[config.mk]
export PLATFORM = sky130hd
export DESIGN_NAME = move_sequencer_flat
export DESIGN_NICKNAME = d
export VERILOG_FILES = /design/src/rtl/move_sequencer_pkg.sv /design/src/rtl/move_sequencer_if.sv /design/src/rtl/move_fifo.sv /design/src/rtl/move_sequencer.sv /design/src/flat_wrapper.sv
export SDC_FILE = /design/constraint.sdc
export NUM_CORES = 1
export LEC_CHECK = 0
export CORE_MARGIN = 4
export CORE_UTILIZATION = 48
export CTS_CLUSTER_SIZE = 12
export DETAILED_ROUTE_END_ITERATION = 12
export GPL_TIMING_DRIVEN = 1
export PLACE_DENSITY = 0.62
export SKIP_LAST_GASP = 1
export SLEW_MARGIN = 20
export SYNTH_ARGS = -nofsm -noshare
export SYNTH_HDL_FRONTEND = slang
export SYNTH_SLANG_ARGS = --single-unit
[constraint.sdc]
create_clock -name clk -period 4.6 [get_ports clk]
set_clock_uncertainty 0.2 [all_clocks]
set_input_delay 0.92 -clock clk [delete_from_list [all_inputs] [get_ports clk]]
set_output_delay 0.92 -clock clk [all_outputs]
set_load 0.1 [all_outputs]
[src/rtl/move_sequencer_pkg.sv]
// Shared definitions for the move sequencer: move codes, FSM states and error bits.
package move_sequencer_pkg;

    typedef enum logic [3:0] {
        MOVE_R    = 4'd2,
        MOVE_RI   = 4'd3,
        MOVE_L    = 4'd4,
        MOVE_LI   = 4'd5,
        MOVE_U    = 4'd6,
        MOVE_UI   = 4'd7,
        MOVE_F    = 4'd8,
        MOVE_FI   = 4'd9,
        MOVE_B    = 4'd10,
        MOVE_BI   = 4'd11,
        MOVE_D    = 4'd12,
        MOVE_DI   = 4'd13,
        MOVE_NULL = 4'd15
    } move_code_t;

    typedef enum logic [2:0] {
        ST_IDLE,
        ST_FETCH,
        ST_START,
        ST_WAIT_BUSY,
        ST_WAIT_DONE,
        ST_SETTLE
    } state_t;

    localparam int ERR_OVERFLOW = 0;
    localparam int ERR_TIMEOUT  = 1;

    function automatic logic is_valid_move(input logic [3:0] code);
        return (code >= 4'(MOVE_R)) && (code <= 4'(MOVE_DI));
    endfunction

endpackage

[src/rtl/move_sequencer_if.sv]
// Bundle of the move sequencer's data, control and status signals.
interface move_sequencer_if #(
    parameter int DEPTH = 64
) ();
    localparam int AW = $clog2(DEPTH);

    logic [3:0]  move_in;
    logic        move_wr;
    logic        run;
    logic        abort;
    logic        move_done;
    logic [3:0]  next_move;
    logic        move_start;
    logic [AW:0] fifo_count;
    logic        fifo_full;
    logic        busy;
    logic        seq_done;
    logic [7:0]  moves_executed;
    logic [1:0]  error;

    modport slave (
        input  move_in, move_wr, run, abort, move_done,
        output next_move, move_start, fifo_count, fifo_full, busy, seq_done,
               moves_executed, error
    );

    modport master (
        output move_in, move_wr, run, abort, move_done,
        input  next_move, move_start, fifo_count, fifo_full, busy, seq_done,
               moves_executed, error
    );
endinterface

[src/rtl/move_fifo.sv]
// Synchronous FIFO with occupancy count, flush and a write-while-full overflow strobe.
module move_fifo #(
    parameter int DEPTH = 64,
    parameter int WIDTH = 4,
    localparam int AW   = $clog2(DEPTH)
) (
    input  logic             clk,
    input  logic             rst,
    input  logic             wr_en,
    input  logic [WIDTH-1:0] wr_data,
    input  logic             rd_en,
    input  logic             flush,
    output logic [WIDTH-1:0] rd_data,
    output logic [AW:0]      count,
    output logic             full,
    output logic             empty,
    output logic             overflow
);
    logic [WIDTH-1:0] mem [DEPTH];
    logic [AW-1:0]    wr_ptr_reg;
    logic [AW-1:0]    rd_ptr_reg;
    logic [AW:0]      count_reg;
    logic             do_wr;
    logic             do_rd;

    assign full     = (count_reg == (AW+1)'(DEPTH));
    assign empty    = (count_reg == '0);
    assign count    = count_reg;
    assign rd_data  = mem[rd_ptr_reg];
    // A flush wins over everything else in its cycle, including the write.
    assign do_wr    = wr_en && !full && !flush;
    assign do_rd    = rd_en && !empty && !flush;
    assign overflow = wr_en && full && !flush;

    always_ff @(posedge clk) begin
        if (do_wr) begin
            mem[wr_ptr_reg] <= wr_data;
        end
    end

    always_ff @(posedge clk or posedge rst) begin
        if (rst) begin
            wr_ptr_reg <= '0;
            rd_ptr_reg <= '0;
            count_reg  <= '0;
        end else if (flush) begin
            wr_ptr_reg <= '0;
            rd_ptr_reg <= '0;
            count_reg  <= '0;
        end else begin
            if (do_wr) wr_ptr_reg <= wr_ptr_reg + 1'b1;
            if (do_rd) rd_ptr_reg <= rd_ptr_reg + 1'b1;
            case ({do_wr, do_rd})
                2'b10:   count_reg <= count_reg + 1'b1;
                2'b01:   count_reg <= count_reg - 1'b1;
                default: count_reg <= count_reg;
            endcase
        end
    end
endmodule

[src/rtl/move_sequencer.sv]
// Buffers solver moves and issues them one at a time to the stepper stage with a settle pause.
module move_sequencer
    import move_sequencer_pkg::*;
#(
    parameter int DEPTH         = 64,
    parameter int SETTLE_CYCLES = 2_500_000,
    parameter int ACK_TIMEOUT   = 4096
) (
    input logic             clk,
    input logic             rst,
    move_sequencer_if.slave bus
);
    localparam int AW = $clog2(DEPTH);
    localparam int SW = $clog2(SETTLE_CYCLES + 1);
    localparam int TW = $clog2(ACK_TIMEOUT + 1);

    state_t        state_reg,      state_next;
    logic [3:0]    next_move_reg,  next_move_next;
    logic [7:0]    moves_reg,      moves_next;
    logic [1:0]    error_reg,      error_next;
    logic [SW-1:0] settle_reg,     settle_next;
    logic [TW-1:0] timeout_reg,    timeout_next;
    logic          abort_seen_reg, abort_seen_next;

    logic          fifo_rd;
    logic [3:0]    fifo_data;
    logic [AW:0]   fifo_count;
    logic          fifo_full;
    logic          fifo_empty;
    logic          fifo_overflow;
    logic          move_start;
    logic          seq_done;

    move_fifo #(.DEPTH(DEPTH), .WIDTH(4)) u_fifo (
        .clk      (clk),
        .rst      (rst),
        .wr_en    (bus.move_wr),
        .wr_data  (bus.move_in),
        .rd_en    (fifo_rd),
        .flush    (bus.abort),
        .rd_data  (fifo_data),
        .count    (fifo_count),
        .full     (fifo_full),
        .empty    (fifo_empty),
        .overflow (fifo_overflow)
    );

    always_ff @(posedge clk or posedge rst) begin
        if (rst) begin
            state_reg      <= ST_IDLE;
            next_move_reg  <= 4'(MOVE_NULL);
            moves_reg      <= '0;
            error_reg      <= '0;
            settle_reg     <= '0;
            timeout_reg    <= '0;
            abort_seen_reg <= 1'b0;
        end else begin
            state_reg      <= state_next;
            next_move_reg  <= next_move_next;
            moves_reg      <= moves_next;
            error_reg      <= error_next;
            settle_reg     <= settle_next;
            timeout_reg    <= timeout_next;
            abort_seen_reg <= abort_seen_next;
        end
    end

    always_comb begin
        state_next      = state_reg;
        next_move_next  = next_move_reg;
        moves_next      = moves_reg;
        error_next      = error_reg;
        settle_next     = settle_reg;
        timeout_next    = timeout_reg;
        abort_seen_next = abort_seen_reg | (bus.abort && (state_reg != ST_IDLE));
        fifo_rd         = 1'b0;
        move_start      = 1'b0;
        seq_done        = 1'b0;

        if (fifo_overflow) error_next[ERR_OVERFLOW] = 1'b1;

        case (state_reg)
            ST_IDLE: begin
                if (bus.run && !fifo_empty && !error_reg[ERR_TIMEOUT]) state_next = ST_FETCH;
            end
            ST_FETCH: begin
                if (bus.abort) begin
                    state_next = ST_IDLE;
                end else if (fifo_empty) begin
                    seq_done   = 1'b1;
                    state_next = ST_IDLE;
                end else begin
                    fifo_rd = 1'b1;
                    if (is_valid_move(fifo_data)) begin
                        next_move_next = fifo_data;
                        state_next     = ST_START;
                    end else if (fifo_count <= (AW+1)'(1)) begin
                        // Skipped the last entry: the sequence is exhausted.
                        seq_done   = 1'b1;
                        state_next = ST_IDLE;
                    end
                end
            end
            ST_START: begin
                move_start   = 1'b1;
                if (moves_reg != 8'hFF) moves_next = moves_reg + 8'd1;
                timeout_next = '0;
                state_next   = ST_WAIT_BUSY;
            end
            ST_WAIT_BUSY: begin
                if (!bus.move_done) begin
                    state_next = ST_WAIT_DONE;
                end else if (timeout_reg == TW'(ACK_TIMEOUT - 1)) begin
                    error_next[ERR_TIMEOUT] = 1'b1;
                    state_next              = ST_IDLE;
                end else begin
                    timeout_next = timeout_reg + 1'b1;
                end
            end
            ST_WAIT_DONE: begin
                if (bus.move_done) begin
                    settle_next = SW'(SETTLE_CYCLES - 1);
                    state_next  = ST_SETTLE;
                end
            end
            ST_SETTLE: begin
                if (settle_reg == '0) begin
                    if (abort_seen_reg || bus.abort || !bus.run) state_next = ST_IDLE;
                    else                                         state_next = ST_FETCH;
                end else begin
                    settle_next = settle_reg - 1'b1;
                end
            end
            default: state_next = ST_IDLE;
        endcase

        if (state_next == ST_IDLE) abort_seen_next = 1'b0;
    end

    assign bus.next_move      = next_move_reg;
    assign bus.move_start     = move_start;
    assign bus.fifo_count     = fifo_count;
    assign bus.fifo_full      = fifo_full;
    assign bus.busy           = (state_reg != ST_IDLE);
    assign bus.seq_done       = seq_done;
    assign bus.moves_executed = moves_reg;
    assign bus.error          = error_reg;
endmodule

[src/flat_wrapper.sv]
// flat-port wrapper written by rule: the top's interface ports become plain ports
module move_sequencer_flat import move_sequencer_pkg::*;
#(
    parameter int DEPTH         = 64,
    parameter int SETTLE_CYCLES = 2_500_000,
    parameter int ACK_TIMEOUT   = 4096
)
  (clk, rst, bus_move_in, bus_move_wr, bus_run, bus_abort, bus_move_done, bus_next_move, bus_move_start, bus_fifo_count, bus_fifo_full, bus_busy, bus_seq_done, bus_moves_executed, bus_error);
  move_sequencer_if #(.DEPTH(DEPTH)) bus_i ();
  input logic clk;
  input logic rst;
  input wire logic [$bits(bus_i.move_in)-1:0] bus_move_in;
  input wire logic [$bits(bus_i.move_wr)-1:0] bus_move_wr;
  input wire logic [$bits(bus_i.run)-1:0] bus_run;
  input wire logic [$bits(bus_i.abort)-1:0] bus_abort;
  input wire logic [$bits(bus_i.move_done)-1:0] bus_move_done;
  output wire logic [$bits(bus_i.next_move)-1:0] bus_next_move;
  output wire logic [$bits(bus_i.move_start)-1:0] bus_move_start;
  output wire logic [$bits(bus_i.fifo_count)-1:0] bus_fifo_count;
  output wire logic [$bits(bus_i.fifo_full)-1:0] bus_fifo_full;
  output wire logic [$bits(bus_i.busy)-1:0] bus_busy;
  output wire logic [$bits(bus_i.seq_done)-1:0] bus_seq_done;
  output wire logic [$bits(bus_i.moves_executed)-1:0] bus_moves_executed;
  output wire logic [$bits(bus_i.error)-1:0] bus_error;
  assign bus_i.move_in = bus_move_in;
  assign bus_i.move_wr = bus_move_wr;
  assign bus_i.run = bus_run;
  assign bus_i.abort = bus_abort;
  assign bus_i.move_done = bus_move_done;
  assign bus_next_move = bus_i.next_move;
  assign bus_move_start = bus_i.move_start;
  assign bus_fifo_count = bus_i.fifo_count;
  assign bus_fifo_full = bus_i.fifo_full;
  assign bus_busy = bus_i.busy;
  assign bus_seq_done = bus_i.seq_done;
  assign bus_moves_executed = bus_i.moves_executed;
  assign bus_error = bus_i.error;
  move_sequencer #(.DEPTH(DEPTH), .SETTLE_CYCLES(SETTLE_CYCLES), .ACK_TIMEOUT(ACK_TIMEOUT)) u_core (.clk(clk), .rst(rst), .bus(bus_i));
endmodule
==> impl_metrics.tcl, run 1 <==
set metrics [dict create \
    status "finished, final reports clean" \
    crit_chain "buf_4 -> mux4_2 -> and2_1 -> a2111oi_2 -> o21ai_2 -> a211oi_4 -> mux2i_4 -> nor3_1 -> o21a_1 -> buf_12" \
    cts_tree "yes" \
    wl_per_cell_um 22.32 \
    worst-r2r-cell-count 12 \
    r2r_end "u_core.bus.next_move[3]$_DFFE_PP1P_" \
    fin_util_pct 57.06 \
    core_area_mm2 0.02809 \
    max_slew_margin_pct 32.14 \
    clk_latency_ns 0.51 \
    track_usage_pct 19.85 \
    crit_start "u_core.u_fifo.rd_ptr_reg[0]$_DFFE_PP0P_" \
    io_pins 35 \
    arrival_ns 3.42 \
    synth_seq_cells 328 \
    clkSlewWorstSetupHoldPaths_ns 0.06 \
    power.leakage_nw 5.298 \
    synth_area_per_cell_um2 15.50 \
    setup_viol 0 \
    power_density_mw_per_mm2 376.3 \
    hold_buffers 0 \
    worstMarginPinSlew_ns 1.015 \
    reg2reg_from "u_core.u_fifo.rd_ptr_reg[0]$_DFFE_PP0P_" \
    grt_antenna_before_repair 0 \
    portBuffers 34 \
    fin_nets 980 \
    initial_core_util_pct 49.30 \
    drive_gt1_share_pct 19.05 \
    numCtsBuffers 36 \
    cpPeakStageDelay_ns 0.49 \
    min_period_over_period_pct 98.70 \
    synth_edf_count 256 \
    stdcell_area_mm2 0.01603 \
    cts_root_buf "clkbuf_16" \
    firstDrtPassIters 5 \
    period_minus_slack_ns 4.540 \
    cts.htree.levels 2 \
    crit_end "bus_seq_done" \
    drt-total-wl_um 30460 \
    ys_seq_area_share_pct 68.57 \
    async_reset_ff_share_pct 21.95 \
    startpoint_type "flop" \
    largest_reg_flops 256 \
    critical_path_class "flop to primary output" \
    drc 0 \
    netlist_area_mm2 0.01385 \
    cts_sinks 328 \
    row_count 61 \
    critPathRequiredTime_ns 3.48 \
    dieArea_mm2 0.03163 \
    synth_cell_types 66 \
    die_x_um 177.8 \
    grt_pass1_vias 7859 \
    gp_congestion 0.8234 \
    die_h_um 177.8 \
    drv_slew 0 \
    crit_family "compound AO/OA/AOI/OAI gates" \
    vdd.ir_drop.worst_uv 299.0 \
    grt_overflow 0 \
    hold_viol_final 0 \
    dp_hpwl_um 19390 \
    path_depth 10 \
    fin_setup_tns_ns 0 \
    vias_per_cell 5.746 \
    maxCapViolCount 0 \
    n_antenna_cell 0 \
    max_freq_mhz 220.3 \
    rrSetupSlack_ns 1.17 \
    clockBufferDepth 3 \
    crit_fanout 8 \
    hold_path.class "flop to flop" \
    path_buf_inv 2 \
    via_count 7843 \
    drt.antenna.violating_nets 0 \
    grt_pass1_wl_um 47500 \
    syn2layout_area_growth_pct 15.74 \
    synth-warning-count 0 \
    end_kind "primary output" \
    drt_iter0_drc 760 \
    syn_nets 911 \
    placed_area_mm2 0.01460 \
    synth_ff_type "edfxtp_1" \
    syn_inst 893 \
    grt_start_max_net_pins 65 \
    slowest_stage "dfrtp_4" \
]
-- report_power, final --
part	switching, mW	internal (mW)	leakage (nW)	total (mW)
logic	0.114	0.0317	1.60	0.146
registers	0.00890	3.21	3.16	3.22
clock network	1.10	1.57	0.530	2.67
-- worst register-to-register path: stages (launching register included) --
cell and delay (ns):
dfrtp_4 0.54, buf_12 0.17, buf_4 0.13, mux4_2 0.41
and2_0 0.17, a2111oi_1 0.35, o21ai_1 0.17, o221ai_2 0.15
mux2i_4 0.32, buf_4 0.14, buf_4 0.10, and2_1 0.18
mux2_1 0.33
-- Yosys cell counts, types with 5 or more instances --
| master | n | area [um2] |
|---|---|---|
| or3_1 | 15 | 93.84 |
| dfrtp_1 | 68 | 1702 |
| ha_1 | 8 | 100.1 |
| nor2_1 | 121 | 454.2 |
| xnor2_1 | 22 | 192.7 |
| a21oi_1 | 16 | 80.08 |
| clkbuf_1 | 22 | 82.58 |
| mux2_2 | 6 | 67.56 |
| a221oi_1 | 6 | 52.55 |
| mux2i_1 | 28 | 280.3 |
| nand3b_1 | 9 | 67.56 |
| nand2b_1 | 7 | 43.79 |
| edfxtp_1 | 256 | 7687 |
| buf_4 | 6 | 45.04 |
| xor2_1 | 18 | 157.7 |
| inv_1 | 12 | 45.04 |
| mux4_2 | 57 | 1284 |
| nor3_1 | 10 | 50.05 |
| nor4_1 | 7 | 43.79 |
| nand3_1 | 19 | 95.09 |
| o31ai_1 | 5 | 37.54 |
| and3_1 | 6 | 37.54 |
| and4_1 | 5 | 43.79 |
| buf_1 | 8 | 30.03 |
| nor2b_1 | 7 | 43.79 |
| o21ai_0 | 20 | 100.1 |
| and2_1 | 8 | 50.05 |
| nand2_1 | 39 | 146.4 |
| nand4_1 | 9 | 56.30 |
| buf_2 | 5 | 25.02 |
-- metrics by stage --
stage | total power, mW | hold WS [ns] | instances | setup slack [ns]
after global placement | 3.420 | 0.2584 | 1282 | 0.2187
after global routing | 6.227 | 0.2967 | 1365 | -0.03350
after floorplan | 3.341 | 0.2440 | 893 | 0.4422
after CTS | 6.088 | 0.2721 | 1361 | 0.007876
final | 6.030 | 0.2710 | 1365 | 0.05974
after detailed placement | 3.422 | 0.2570 | 1282 | 0.2473
-- cells by family after synthesis --
family	share of synthesized area, %
AOI/OAI and AO/OA	4.546
xor gates and xnor gates	2.530
DFF	68.57
buffers and inverters	1.970
muxes	11.87
adders and majority gates	0.7230
and+or+nand+nor	9.796
-- area by class of cell --
| type | instances | area (um2) |
|---|---|---|
| Fill cell | 2265 | 12060 |
| Sequential cell | 328 | 9503 |
| Multi-Input combinational cell | 508 | 4164 |
| Clock buffer | 53 | 1006 |
| Timing Repair Buffer | 76 | 755.7 |
| Tap cell | 378 | 473.0 |
| Clock inverter | 10 | 78.83 |
| Inverter | 12 | 45.04 |
-- repair_timing --
| action | in CTS | in global routing |
|---|---|---|
| endpoints found under the setup margin | 1 | 1 |
| cloned | 1 | 0 |
| gates resized for setup | 11 | 16 |
| setup buffers | 15 | 4 |
| pin swaps | 2 | 4 |
-- layer usage --
layer | vias up | track usage, % | part of all wire [%]
met5 | - | 0 | 0
met4 | 0 | 5.736 | 2.1
met3 | 48 | 2.535 | 5.3
met2 | 220 | 30.71 | 48
met1 | 4003 | 29.95 | 45
li1 | 3572 | - | -
-- how the worst min path moves through the flow --
stage	slack, ns	start	to	cells after the start
global route	0.30	u_core.bus.error[0]$_DFFE_PP0P_	u_core.bus.error[0]$_DFFE_PP0P_	2
CTS	0.27	u_core.bus.error[0]$_DFFE_PP0P_	u_core.bus.error[0]$_DFFE_PP0P_	2
floorplan	0.24	u_core.timeout_reg[12]$_DFFE_PP0P_	u_core.bus.error[1]$_DFFE_PP0P_	1
detailed placement	0.26	u_core.bus.error[0]$_DFFE_PP0P_	u_core.bus.error[0]$_DFFE_PP0P_	2
global placement	0.26	u_core.bus.error[0]$_DFFE_PP0P_	u_core.bus.error[0]$_DFFE_PP0P_	2
finish	0.27	u_core.bus.error[0]$_DFFE_PP0P_	u_core.bus.error[0]$_DFFE_PP0P_	2
-- cells in the final DEF (no fill, tap or decap), types with 6 or more instances in the layout --
master             n
clkbuf_1          14
nand4_1            9
clkdlybuf4s50_1   27
nor3_1            10
xnor2_1           22
nand2b_1           7
o21ai_0           17
edfxtp_1         256
and2_1             8
nand2_1           39
or3_1             15
nor4_1             7
dfrtp_1           65
buf_4             40
mux4_2            57
ha_1               8
mux2i_1           26
a21oi_1           15
nand3_1           19
mux2_2             6
inv_1             11
clkbuf_16         37
nor2_1           121
and3_1             6
xor2_1            18
nand3b_1           9
No activity file was read; power rests on OpenSTA's default activity.
==> run 2, diff against run 1 <==
CELL_PAD_IN_SITES_DETAIL_PLACEMENT = 0   (was default)
CELL_PAD_IN_SITES_GLOBAL_PLACEMENT = 1   (was default)
PLACE_DENSITY = 0.71   (was 0.62)
==> run 2 against run 1 <==
Effect of this change: first-iteration DRC count up 1.3%; count of clock-buffer cells in the layout down 6; via count grew 2.7%; flip-flop and latch count is the same; global-route usage rose by 0.60 points; utilization up 0.45 points; clock power hardly changed; final area grew 0.80%; critical path depth up 2; cell count shrank 0.22%; die area unchanged; worst hold slack gained 0.017 ns; largest cell class unchanged.
==> impl_metrics.tcl, run 2 (same netlist as run 1, synthesis figures left out) <==
set metrics [dict create \
    status "finished, final reports clean" \
    numCtsBuffers 36 \
    arrival_ns 3.44 \
    drt_iter0_drc 770 \
    p_total_mw 6.029 \
    period_minus_slack_ns 4.564 \
    track_usage_pct 20.45 \
    clk_latency_ns 0.51 \
    reg2reg_from "u_core.u_fifo.rd_ptr_reg[0]$_DFFE_PP0P_" \
    largest_reg_flops 256 \
    hold_viol_final 0 \
    core_area_mm2 0.02809 \
    cts.htree.levels 2 \
    worst-r2r-cell-count 13 \
    die_h_um 177.8 \
    power.switching_mw 1.211 \
    r2r_end "u_core.bus.next_move[3]$_DFFE_PP1P_" \
    power_density_mw_per_mm2 373.2 \
    hold_buffers 0 \
    startpoint_type "flop" \
    crit_fanout 6 \
    dieArea_mm2 0.03163 \
    layout_commonest_cell "edfxtp_1" \
    drt.antenna.violating_nets 0 \
    clkSlewWorstSetupHoldPaths_ns 0.06 \
    rrSetupSlack_ns 1.13 \
    die_x_um 177.8 \
    cts_tree "yes" \
    grt_pass1_vias 8226 \
    drive_gt1_share_pct 19.92 \
    grt_start_max_net_pins 65 \
    p_comb_share_pct 2.4 \
    critPathRequiredTime_ns 3.48 \
    vias_per_cell 5.915 \
    via_count 8056 \
    gp_congestion 0.8454 \
    power.leakage_nw 5.318 \
    power.share.clock_pct 44.2 \
    setup_viol 0 \
    p_sw_share_pct 20.08 \
    max_freq_mhz 219.1 \
    final_cell_mix "256 x edfxtp_1, 121 x nor2_1, 64 x dfrtp_1" \
    max_slew_margin_pct 32.38 \
    fin_setup_tns_ns 0 \
    clockBufferDepth 3 \
    end_kind "primary output" \
    maxCapViolCount 0 \
    initial_core_util_pct 49.30 \
    cts_root_buf "clkbuf_16" \
    syn2layout_area_growth_pct 16.66 \
    fin_nets 980 \
    grt_overflow 0 \
    portBuffers 34 \
    row_count 61 \
    seq_power_share_pct 53.4 \
    grt_pass1_wl_um 49150 \
    drt-total-wl_um 31430 \
    firstDrtPassIters 5 \
    p_int_mw 4.818 \
    min_period_over_period_pct 99.21 \
    io_pins 35 \
    wl_per_cell_um 23.08 \
    cts_sinks 328 \
    n_antenna_cell 0 \
    drc 0 \
    grt_antenna_before_repair 0 \
    vdd.ir_drop.worst_uv 258.2 \
    hold_path.class "flop to flop" \
    crit_start "u_core.u_fifo.rd_ptr_reg[0]$_DFFE_PP0P_" \
    critical_path_class "flop to primary output" \
    worstMarginPinSlew_ns 1.011 \
    crit_end "bus_seq_done" \
    drv_slew 0 \
    dp_hpwl_um 20400 \
]
run 2: stage by stage:
step | setup WS [ns] | cells | util, % | hold WS (ns) | area (um2)
floorplan | 0.4422 | 893 | - | 0.2440 | 13850
global placement | 0.09389 | 1281 | 52.04 | 0.2689 | 14620
detailed placement | 0.1287 | 1281 | 52.04 | 0.2782 | 14620
CTS | 0.01240 | 1352 | 56.49 | 0.2958 | 15870
global route | -0.03482 | 1362 | 57.51 | 0.3053 | 16150
finish | 0.03621 | 1362 | 57.51 | 0.2883 | 16150
run 2: worst min-delay path by stage:
| stage | start | to | slack (ns) | cells past startpoint |
|---|---|---|---|---|
| 2_1_floorplan | u_core.timeout_reg[12]$_DFFE_PP0P_ | u_core.bus.error[1]$_DFFE_PP0P_ | 0.24 | 1 |
| 3_3_place_gp | u_core.timeout_reg[12]$_DFFE_PP0P_ | u_core.bus.error[1]$_DFFE_PP0P_ | 0.27 | 1 |
| 3_5_place_dp | u_core.timeout_reg[12]$_DFFE_PP0P_ | u_core.bus.error[1]$_DFFE_PP0P_ | 0.28 | 1 |
| 4_1_cts | u_core.bus.error[0]$_DFFE_PP0P_ | u_core.bus.error[0]$_DFFE_PP0P_ | 0.30 | 2 |
| 5_1_grt | u_core.timeout_reg[12]$_DFFE_PP0P_ | u_core.bus.error[1]$_DFFE_PP0P_ | 0.31 | 1 |
| 6_report | u_core.timeout_reg[12]$_DFFE_PP0P_ | u_core.bus.error[1]$_DFFE_PP0P_ | 0.29 | 1 |
run 2: cell type report:
class | count | area, um2
clock buffer | 47 | 963.4
clock inverter | 13 | 107.6
fill | 2216 | 11930
inverter | 12 | 50.05
multi-input combinational | 508 | 4257
sequential | 328 | 9504
tap | 378 | 473.0
timing repair buffer | 76 | 798.3
run 2: what timing repair did:
| item | in CTS | in global routing |
|---|---|---|
| pin swaps | 2 | 12 |
| buffers inserted | 10 | 9 |
| setup endpoints to repair | 1 | 1 |
| gates resized for setup | 18 | 28 |
| hold endpoints to repair | 0 | 0 |
| gates cloned | 1 | 1 |
run 2: power groups by stage:
stage	Clock [mW]	Sequential (mW)	Combinational, mW
finish	2.67	3.22	0.145
global route	2.84	3.22	0.157
CTS	2.71	3.22	0.143
detailed placement	0	3.28	0.140
global placement	0	3.28	0.134
floorplan	0	3.28	0.0565
run 2: metal layers:
layer  vias up  global-route usage (%)  wire [um]
met5         -                       0          0
met4         0                   5.382        584
met3        54                   3.941       1914
met2       270                   32.26      15010
met1      4158                   29.60      13920
li1       3574                       -          -
run 2: critical path, cell delays in order (launching register included):
cell	delay (ns)
dfrtp_4	0.49
buf_12	0.15
buf_12	0.13
mux4_2	0.42
and2_1	0.22
a2111oi_4	0.36
o21ai_2	0.11
o221ai_2	0.12
mux2i_2	0.32
buf_4	0.17
nor3_2	0.04
o21a_1	0.22
buf_12	0.17
